**src/rtl/ad_ip_jesd204_tpl_dac_sync_ctrl_if.sv**
```systemverilog
// Control/status bundle between the DAC sync controller and its software/link side.
// The slave modport is the controller's view; the master modport drives requests.
interface ad_ip_jesd204_tpl_dac_sync_ctrl_if #(
   parameter int DELAY_WIDTH   = 16,
   parameter int TIMEOUT_WIDTH = 32
);
   logic                     arm;
   logic                     disarm;
   logic                     manual_req;
   logic                     sync_in;
   logic                     link_ready;
   logic [DELAY_WIDTH-1:0]   delay;
   logic [TIMEOUT_WIDTH-1:0] timeout;
   logic                     clear_err;
   logic                     armed;
   logic                     datapath_en;
   logic                     sync_pulse;
   logic                     timeout_err;

   modport master (
      output arm, disarm, manual_req, sync_in, link_ready, delay, timeout, clear_err,
      input  armed, datapath_en, sync_pulse, timeout_err
   );

   modport slave (
      input  arm, disarm, manual_req, sync_in, link_ready, delay, timeout, clear_err,
      output armed, datapath_en, sync_pulse, timeout_err
   );
endinterface

```
**src/rtl/ad_ip_jesd204_tpl_dac_sync_ctrl.sv**
```systemverilog
// Arms the DAC datapath, waits for a sync trigger plus programmable delay, then releases it with a phase-reset strobe.
// All outputs registered (1 cycle after the deciding edge); no backpressure, every input is sampled each cycle.
module ad_ip_jesd204_tpl_dac_sync_ctrl #(
   parameter int EXT_SYNC      = 1,
   parameter int DELAY_WIDTH   = 16,
   parameter int TIMEOUT_WIDTH = 32
) (
   input  logic                               clk,
   input  logic                               reset,
   ad_ip_jesd204_tpl_dac_sync_ctrl_if.slave   ctrl
);

   typedef enum logic [1:0] {
      ST_IDLE  = 2'd0,
      ST_ARMED = 2'd1,
      ST_DELAY = 2'd2
   } state_t;

   localparam bit                       EXT_EN  = (EXT_SYNC != 0);
   localparam logic [DELAY_WIDTH-1:0]   DLY_ONE = 1;
   localparam logic [TIMEOUT_WIDTH-1:0] TMO_ONE = 1;

   state_t                   state, state_nxt;
   logic [DELAY_WIDTH-1:0]   dly_cnt, dly_cnt_nxt;
   logic [TIMEOUT_WIDTH-1:0] tmo_cnt, tmo_cnt_nxt;
   logic                     sync_in_d;
   logic                     trigger;
   logic                     tmo_hit;
   logic                     fire;
   logic                     tmo_evt;
   logic                     armed_q, dp_en_q, pulse_q, err_q;

   assign trigger = ctrl.link_ready &
                    (ctrl.manual_req | (EXT_EN & ctrl.sync_in & ~sync_in_d));

   // tmo_cnt holds completed ARMED cycles, so the T-th cycle is the one where it reads T-1
   assign tmo_hit = (ctrl.timeout != '0) && (tmo_cnt >= ctrl.timeout - TMO_ONE);

   always_comb begin
      state_nxt   = state;
      dly_cnt_nxt = dly_cnt;
      tmo_cnt_nxt = tmo_cnt;
      fire        = 1'b0;
      tmo_evt     = 1'b0;
      case (state)
         ST_IDLE: begin
            if (ctrl.arm && !ctrl.disarm) begin
               state_nxt   = ST_ARMED;
               tmo_cnt_nxt = '0;
            end
         end
         ST_ARMED: begin
            if (ctrl.disarm) begin
               state_nxt = ST_IDLE;
            end else if (trigger) begin
               if (ctrl.delay == '0) begin
                  state_nxt = ST_IDLE;
                  fire      = 1'b1;
               end else begin
                  state_nxt   = ST_DELAY;
                  dly_cnt_nxt = ctrl.delay - DLY_ONE;
               end
            end else if (ctrl.arm) begin
               tmo_cnt_nxt = '0;
            end else if (tmo_hit) begin
               state_nxt = ST_IDLE;
               tmo_evt   = 1'b1;
            end else if (tmo_cnt != '1) begin
               tmo_cnt_nxt = tmo_cnt + TMO_ONE;
            end
         end
         ST_DELAY: begin
            if (ctrl.disarm) begin
               state_nxt = ST_IDLE;
            end else if (dly_cnt == '0) begin
               state_nxt = ST_IDLE;
               fire      = 1'b1;
            end else begin
               dly_cnt_nxt = dly_cnt - DLY_ONE;
            end
         end
         default: state_nxt = ST_IDLE;
      endcase
   end

   always_ff @(posedge clk) begin
      if (reset) begin
         state     <= ST_IDLE;
         dly_cnt   <= '0;
         tmo_cnt   <= '0;
         sync_in_d <= 1'b1;
         armed_q   <= 1'b0;
         dp_en_q   <= 1'b1;
         pulse_q   <= 1'b0;
         err_q     <= 1'b0;
      end else begin
         state     <= state_nxt;
         dly_cnt   <= dly_cnt_nxt;
         tmo_cnt   <= tmo_cnt_nxt;
         sync_in_d <= ctrl.sync_in;
         armed_q   <= (state_nxt != ST_IDLE);
         dp_en_q   <= (state_nxt == ST_IDLE);
         pulse_q   <= fire;
         if (tmo_evt)
            err_q <= 1'b1;
         else if (ctrl.clear_err)
            err_q <= 1'b0;
      end
   end

   assign ctrl.armed       = armed_q;
   assign ctrl.datapath_en = dp_en_q;
   assign ctrl.sync_pulse  = pulse_q;
   assign ctrl.timeout_err = err_q;

endmodule

```
**src/flat_wrapper.sv**
```systemverilog
// flat-port wrapper written by rule: the top's interface ports become plain ports
module ad_ip_jesd204_tpl_dac_sync_ctrl_flat 
#(
   parameter int EXT_SYNC      = 1,
   parameter int DELAY_WIDTH   = 16,
   parameter int TIMEOUT_WIDTH = 32
)
  (clk, reset, ctrl_arm, ctrl_disarm, ctrl_manual_req, ctrl_sync_in, ctrl_link_ready, ctrl_delay, ctrl_timeout, ctrl_clear_err, ctrl_armed, ctrl_datapath_en, ctrl_sync_pulse, ctrl_timeout_err);
  ad_ip_jesd204_tpl_dac_sync_ctrl_if #(.DELAY_WIDTH(DELAY_WIDTH), .TIMEOUT_WIDTH(TIMEOUT_WIDTH)) ctrl_i ();
  input  logic clk;
  input  logic reset;
  input wire logic [$bits(ctrl_i.arm)-1:0] ctrl_arm;
  input wire logic [$bits(ctrl_i.disarm)-1:0] ctrl_disarm;
  input wire logic [$bits(ctrl_i.manual_req)-1:0] ctrl_manual_req;
  input wire logic [$bits(ctrl_i.sync_in)-1:0] ctrl_sync_in;
  input wire logic [$bits(ctrl_i.link_ready)-1:0] ctrl_link_ready;
  input wire logic [$bits(ctrl_i.delay)-1:0] ctrl_delay;
  input wire logic [$bits(ctrl_i.timeout)-1:0] ctrl_timeout;
  input wire logic [$bits(ctrl_i.clear_err)-1:0] ctrl_clear_err;
  output wire logic [$bits(ctrl_i.armed)-1:0] ctrl_armed;
  output wire logic [$bits(ctrl_i.datapath_en)-1:0] ctrl_datapath_en;
  output wire logic [$bits(ctrl_i.sync_pulse)-1:0] ctrl_sync_pulse;
  output wire logic [$bits(ctrl_i.timeout_err)-1:0] ctrl_timeout_err;
  assign ctrl_i.arm = ctrl_arm;
  assign ctrl_i.disarm = ctrl_disarm;
  assign ctrl_i.manual_req = ctrl_manual_req;
  assign ctrl_i.sync_in = ctrl_sync_in;
  assign ctrl_i.link_ready = ctrl_link_ready;
  assign ctrl_i.delay = ctrl_delay;
  assign ctrl_i.timeout = ctrl_timeout;
  assign ctrl_i.clear_err = ctrl_clear_err;
  assign ctrl_armed = ctrl_i.armed;
  assign ctrl_datapath_en = ctrl_i.datapath_en;
  assign ctrl_sync_pulse = ctrl_i.sync_pulse;
  assign ctrl_timeout_err = ctrl_i.timeout_err;
  ad_ip_jesd204_tpl_dac_sync_ctrl #(.EXT_SYNC(EXT_SYNC), .DELAY_WIDTH(DELAY_WIDTH), .TIMEOUT_WIDTH(TIMEOUT_WIDTH)) u_core (.clk(clk), .reset(reset), .ctrl(ctrl_i));
endmodule
```
**config.mk**
```make
export PLATFORM = sky130hd
export DESIGN_NAME = ad_ip_jesd204_tpl_dac_sync_ctrl_flat
export DESIGN_NICKNAME = d
export VERILOG_FILES = /design/src/rtl/ad_ip_jesd204_tpl_dac_sync_ctrl_if.sv /design/src/rtl/ad_ip_jesd204_tpl_dac_sync_ctrl.sv /design/src/flat_wrapper.sv
export SDC_FILE = /design/constraint.sdc
export NUM_CORES = 1
export LEC_CHECK = 0
export CORE_UTILIZATION = 45
export DETAILED_ROUTE_END_ITERATION = 8
export PLACE_DENSITY_LB_ADDON = 0.05
export SYNTH_ARGS = -nofsm -noshare
export SYNTH_HDL_FRONTEND = slang
export SYNTH_SLANG_ARGS = --single-unit
export TNS_END_PERCENT = 10
```
**constraint.sdc**
```tcl
create_clock -name clk -period 7.6 [get_ports clk]
set_input_delay 1.9 -clock clk [delete_from_list [all_inputs] [get_ports clk]]
set_output_delay 1.9 -clock clk [all_outputs]
set_load 0.005 [all_outputs]
```
==> flow_metrics.py <==
metrics = {
    "synth": {
        "synth_warnings": 0,
        "syn-num-nets": 711,
        "synth_area_um2": 4680,
        "yosysMostFrequentCell": "nand2_1",
        "ys_ff_latch": 55,
        "synth_top_cell_by_area": "dfxtp_1",
        "synth_area_leaders": "dfxtp_1, ha_1, a21oi_1",
        "syn_avg_cell_area_um2": 7.60,
        "synth.top_cell.area_share_pct": 23.5,
        "synth-async-reset-ratio_pct": 0,
        "synth_common_cells": "nand2_1, dfxtp_1, a21oi_1",
        "synth_edf_count": 0,
        "synth_ff_type": "dfxtp_1",
        "syn_inst": 615,
        "ys_seq_area_share_pct": 23.5,
        "synth_cell_types": 56,
    },
    "die": {
        "initial_utilization_pct": 47.2,
        "core.rowCount": 36,
        "core-area_um2": 9910,
        "fp.dieH_um": 104,
        "die_w_um": 104,
        "die-area_um2": 10800,
        "io_pins": 60,
    },
    "place": {
        "dp_cells": 789,
        "port_buffers": 59,
        "dpl.hpwl_um": 9800,
        "gp_congestion": 0.828,
    },
    "detailed_routing": {
        "drcViolationCount": 0,
        "viasPerCell": 6.07,
        "drt_first_pass_iters": 5,
        "routedWlPerCell_um": 16.3,
        "detail-route-antenna-nets": 0,
        "dr.first_iter.drc_count": 289,
        "vias": 4840,
        "routed_wl_um": 13000,
    },
    "layout": {
        "drive_above_1_share_pct": 5.12,
        "final-seq-area_um2": 1100,
        "diodes": 0,
        "area_growth_pct": 17.6,
        "multi_input_area_um2": 3420,
        "nFillCells": 949,
        "post-route-util_pct": 55.5,
        "layout.nets": 759,
        "layout.cells.non_filler": 797,
    },
    "cts": {
        "clk_pin_slew_ps": 120,
        "clockBufferDepth": 2,
        "cts-resized-gates": 0,
        "htree_levels": 2,
        "clock_latency_ps": 320,
        "cts-root-buf": "clkbuf_8",
        "cts_tree": "built",
        "cts_sinks": 55,
        "cts_buffers": 5,
        "post_cts_buffers": 0,
        "hold_buffers": 0,
    },
    "grt": {
        "grt_max_degree": 59,
        "grt_pass1_wl_um": 20700,
        "grt_usage_pct": 23.1,
        "grt_pass1_vias": 4259,
        "antenna_found_initial": 0,
        "grt_overflow": 0,
    },
    "sta": {
        "min_period_over_period_pct": 89.2,
        "rsz0062_at_grt": "false",
        "fin_tns_setup_ps": 0,
        "slew_headroom_pct": 41.3,
        "worst_slew_pin_slew_ps": 877,
        "clock.fmax_mhz": 147,
        "hold_viol": 0,
        "whs_ps": 482,
        "setup_viol": 0,
        "min_period_ps": 6780,
        "clock_skew_ps": 13.3,
        "drv_slew": 0,
    },
    "setup_path": {
        "critical-path-slowest-cell": "or4_4",
        "worstSetupPathType": "in2reg",
        "cp-start-kind": "input port",
        "cp_cell_sequence": "clkdlybuf4s50_1 -> or4_4 -> or3_1 -> or3_1 -> or2_2 -> nor4_1 -> xnor2_1 -> ha_1 -> nand4_1 -> or4_1 -> or2_2 -> a311oi_1 -> nor3_1 -> o311a_1 -> a21o_1",
        "crit_path_max_incr_delay_ps": 580,
        "end_kind": "register",
        "cp.arrival_ps": 7000,
        "cp.required_ps": 7820,
        "path_max_fanout": 6,
    },
    "power": {
        "p_total_mw": 0.653,
        "p_leak_nw": 1.83,
        "max-vdd-ir-drop_mv": 0.0955,
        "power_density_nw_per_um2": 119,
    },
    "run": {
        "cap_violations": 0,
    },
    "worst_hold_path": {
        "min-delay-path-class": "reg2reg",
    },
    "run_status": {
        "status": "finished, final reports clean",
    },
}
-- state kept, by name (all words and copies together), names as in the netlist --
name                     count
u_core.ctrl.timeout_err      1
u_core.ctrl.armed            1
u_core.ctrl.datapath_en      1
u_core.tmo_cnt              32
u_core.sync_in_d             1
u_core.state                 2
u_core.ctrl.sync_pulse       1
u_core.dly_cnt              16
-- through the flow --
step                worst slack (ps)  area [um^2]
global placement                 676         5380
global route                     635         5500
detailed placement               576         5380
floorplan                       1490         4680
finish                           817         5500
CTS                              905         5500
-- layer usage --
layer / vias to the layer above / part of all wire, % / global-route usage (%)
met3: 11 / 5.4 / 2.51
met5: - / 0 / 0
li1: 2422 / - / -
met4: 0 / 1.0 / 5.00
met2: 135 / 44 / 36.7
met1: 2272 / 50 / 33.5
-- cell families after synthesis --
family,Yosys count,synth area share (%)
xor+xnor,32,5.99
fa+ha+maj,40,10.7
flops,55,23.5
mux,15,3.29
compound gates,163,21.9
simple gates,271,31.2
buf+inv,39,3.34
-- power breakdown --
group | switching, mW | total (mW) | internal [mW]
Sequential | 0.00551 | 0.300 | 0.294
Clock | 0.111 | 0.211 | 0.0996
Combinational | 0.0792 | 0.143 | 0.0633
-- cell usage in the layout (no fill, tap or decap), drive strengths merged, types with 8 or more instances in the layout --
master,instances
o211ai,11
nand2,56
nor2,42
nand4,15
xnor2,20
o21ai,43
or3,29
or4,21
nor3,26
a21oi,53
ha,40
o31ai,9
inv,16
mux2i,12
xor2,12
a211oi,8
dfxtp,55
nand3,21
nor4,16
clkdlybuf4s50,59
-- worst paths after layout --
path | slack [ps] | from | end | cells past startpoint
worst max-delay path | 820 | ctrl_timeout[10] | u_core.ctrl.armed | 15
worst min-delay path | 480 | u_core.dly_cnt[0] | u_core.dly_cnt[0] | 2
worst max register to register | 4670 | u_core.state[0] | u_core.dly_cnt[13] | 10
worst min register to register | 480 | u_core.dly_cnt[0] | u_core.dly_cnt[0] | 2
-- critical path: cells and delay by family --
kind	cells	cell delay, ps
fa+ha+maj	1	330
buf+inv	1	490
compound gates	3	960
simple gates	9	3200
xor+xnor	1	130
-- cell type report --
class                           count  area share [%]
Timing Repair Buffer               65            11.6
Clock inverter                      3           0.842
Clock buffer                        5            1.25
Tap cell                          133            3.03
Inverter                           15            1.02
Multi-Input combinational cell    521            62.3
Sequential cell                    55            20.0
Power figures use the tool's default switching activity.
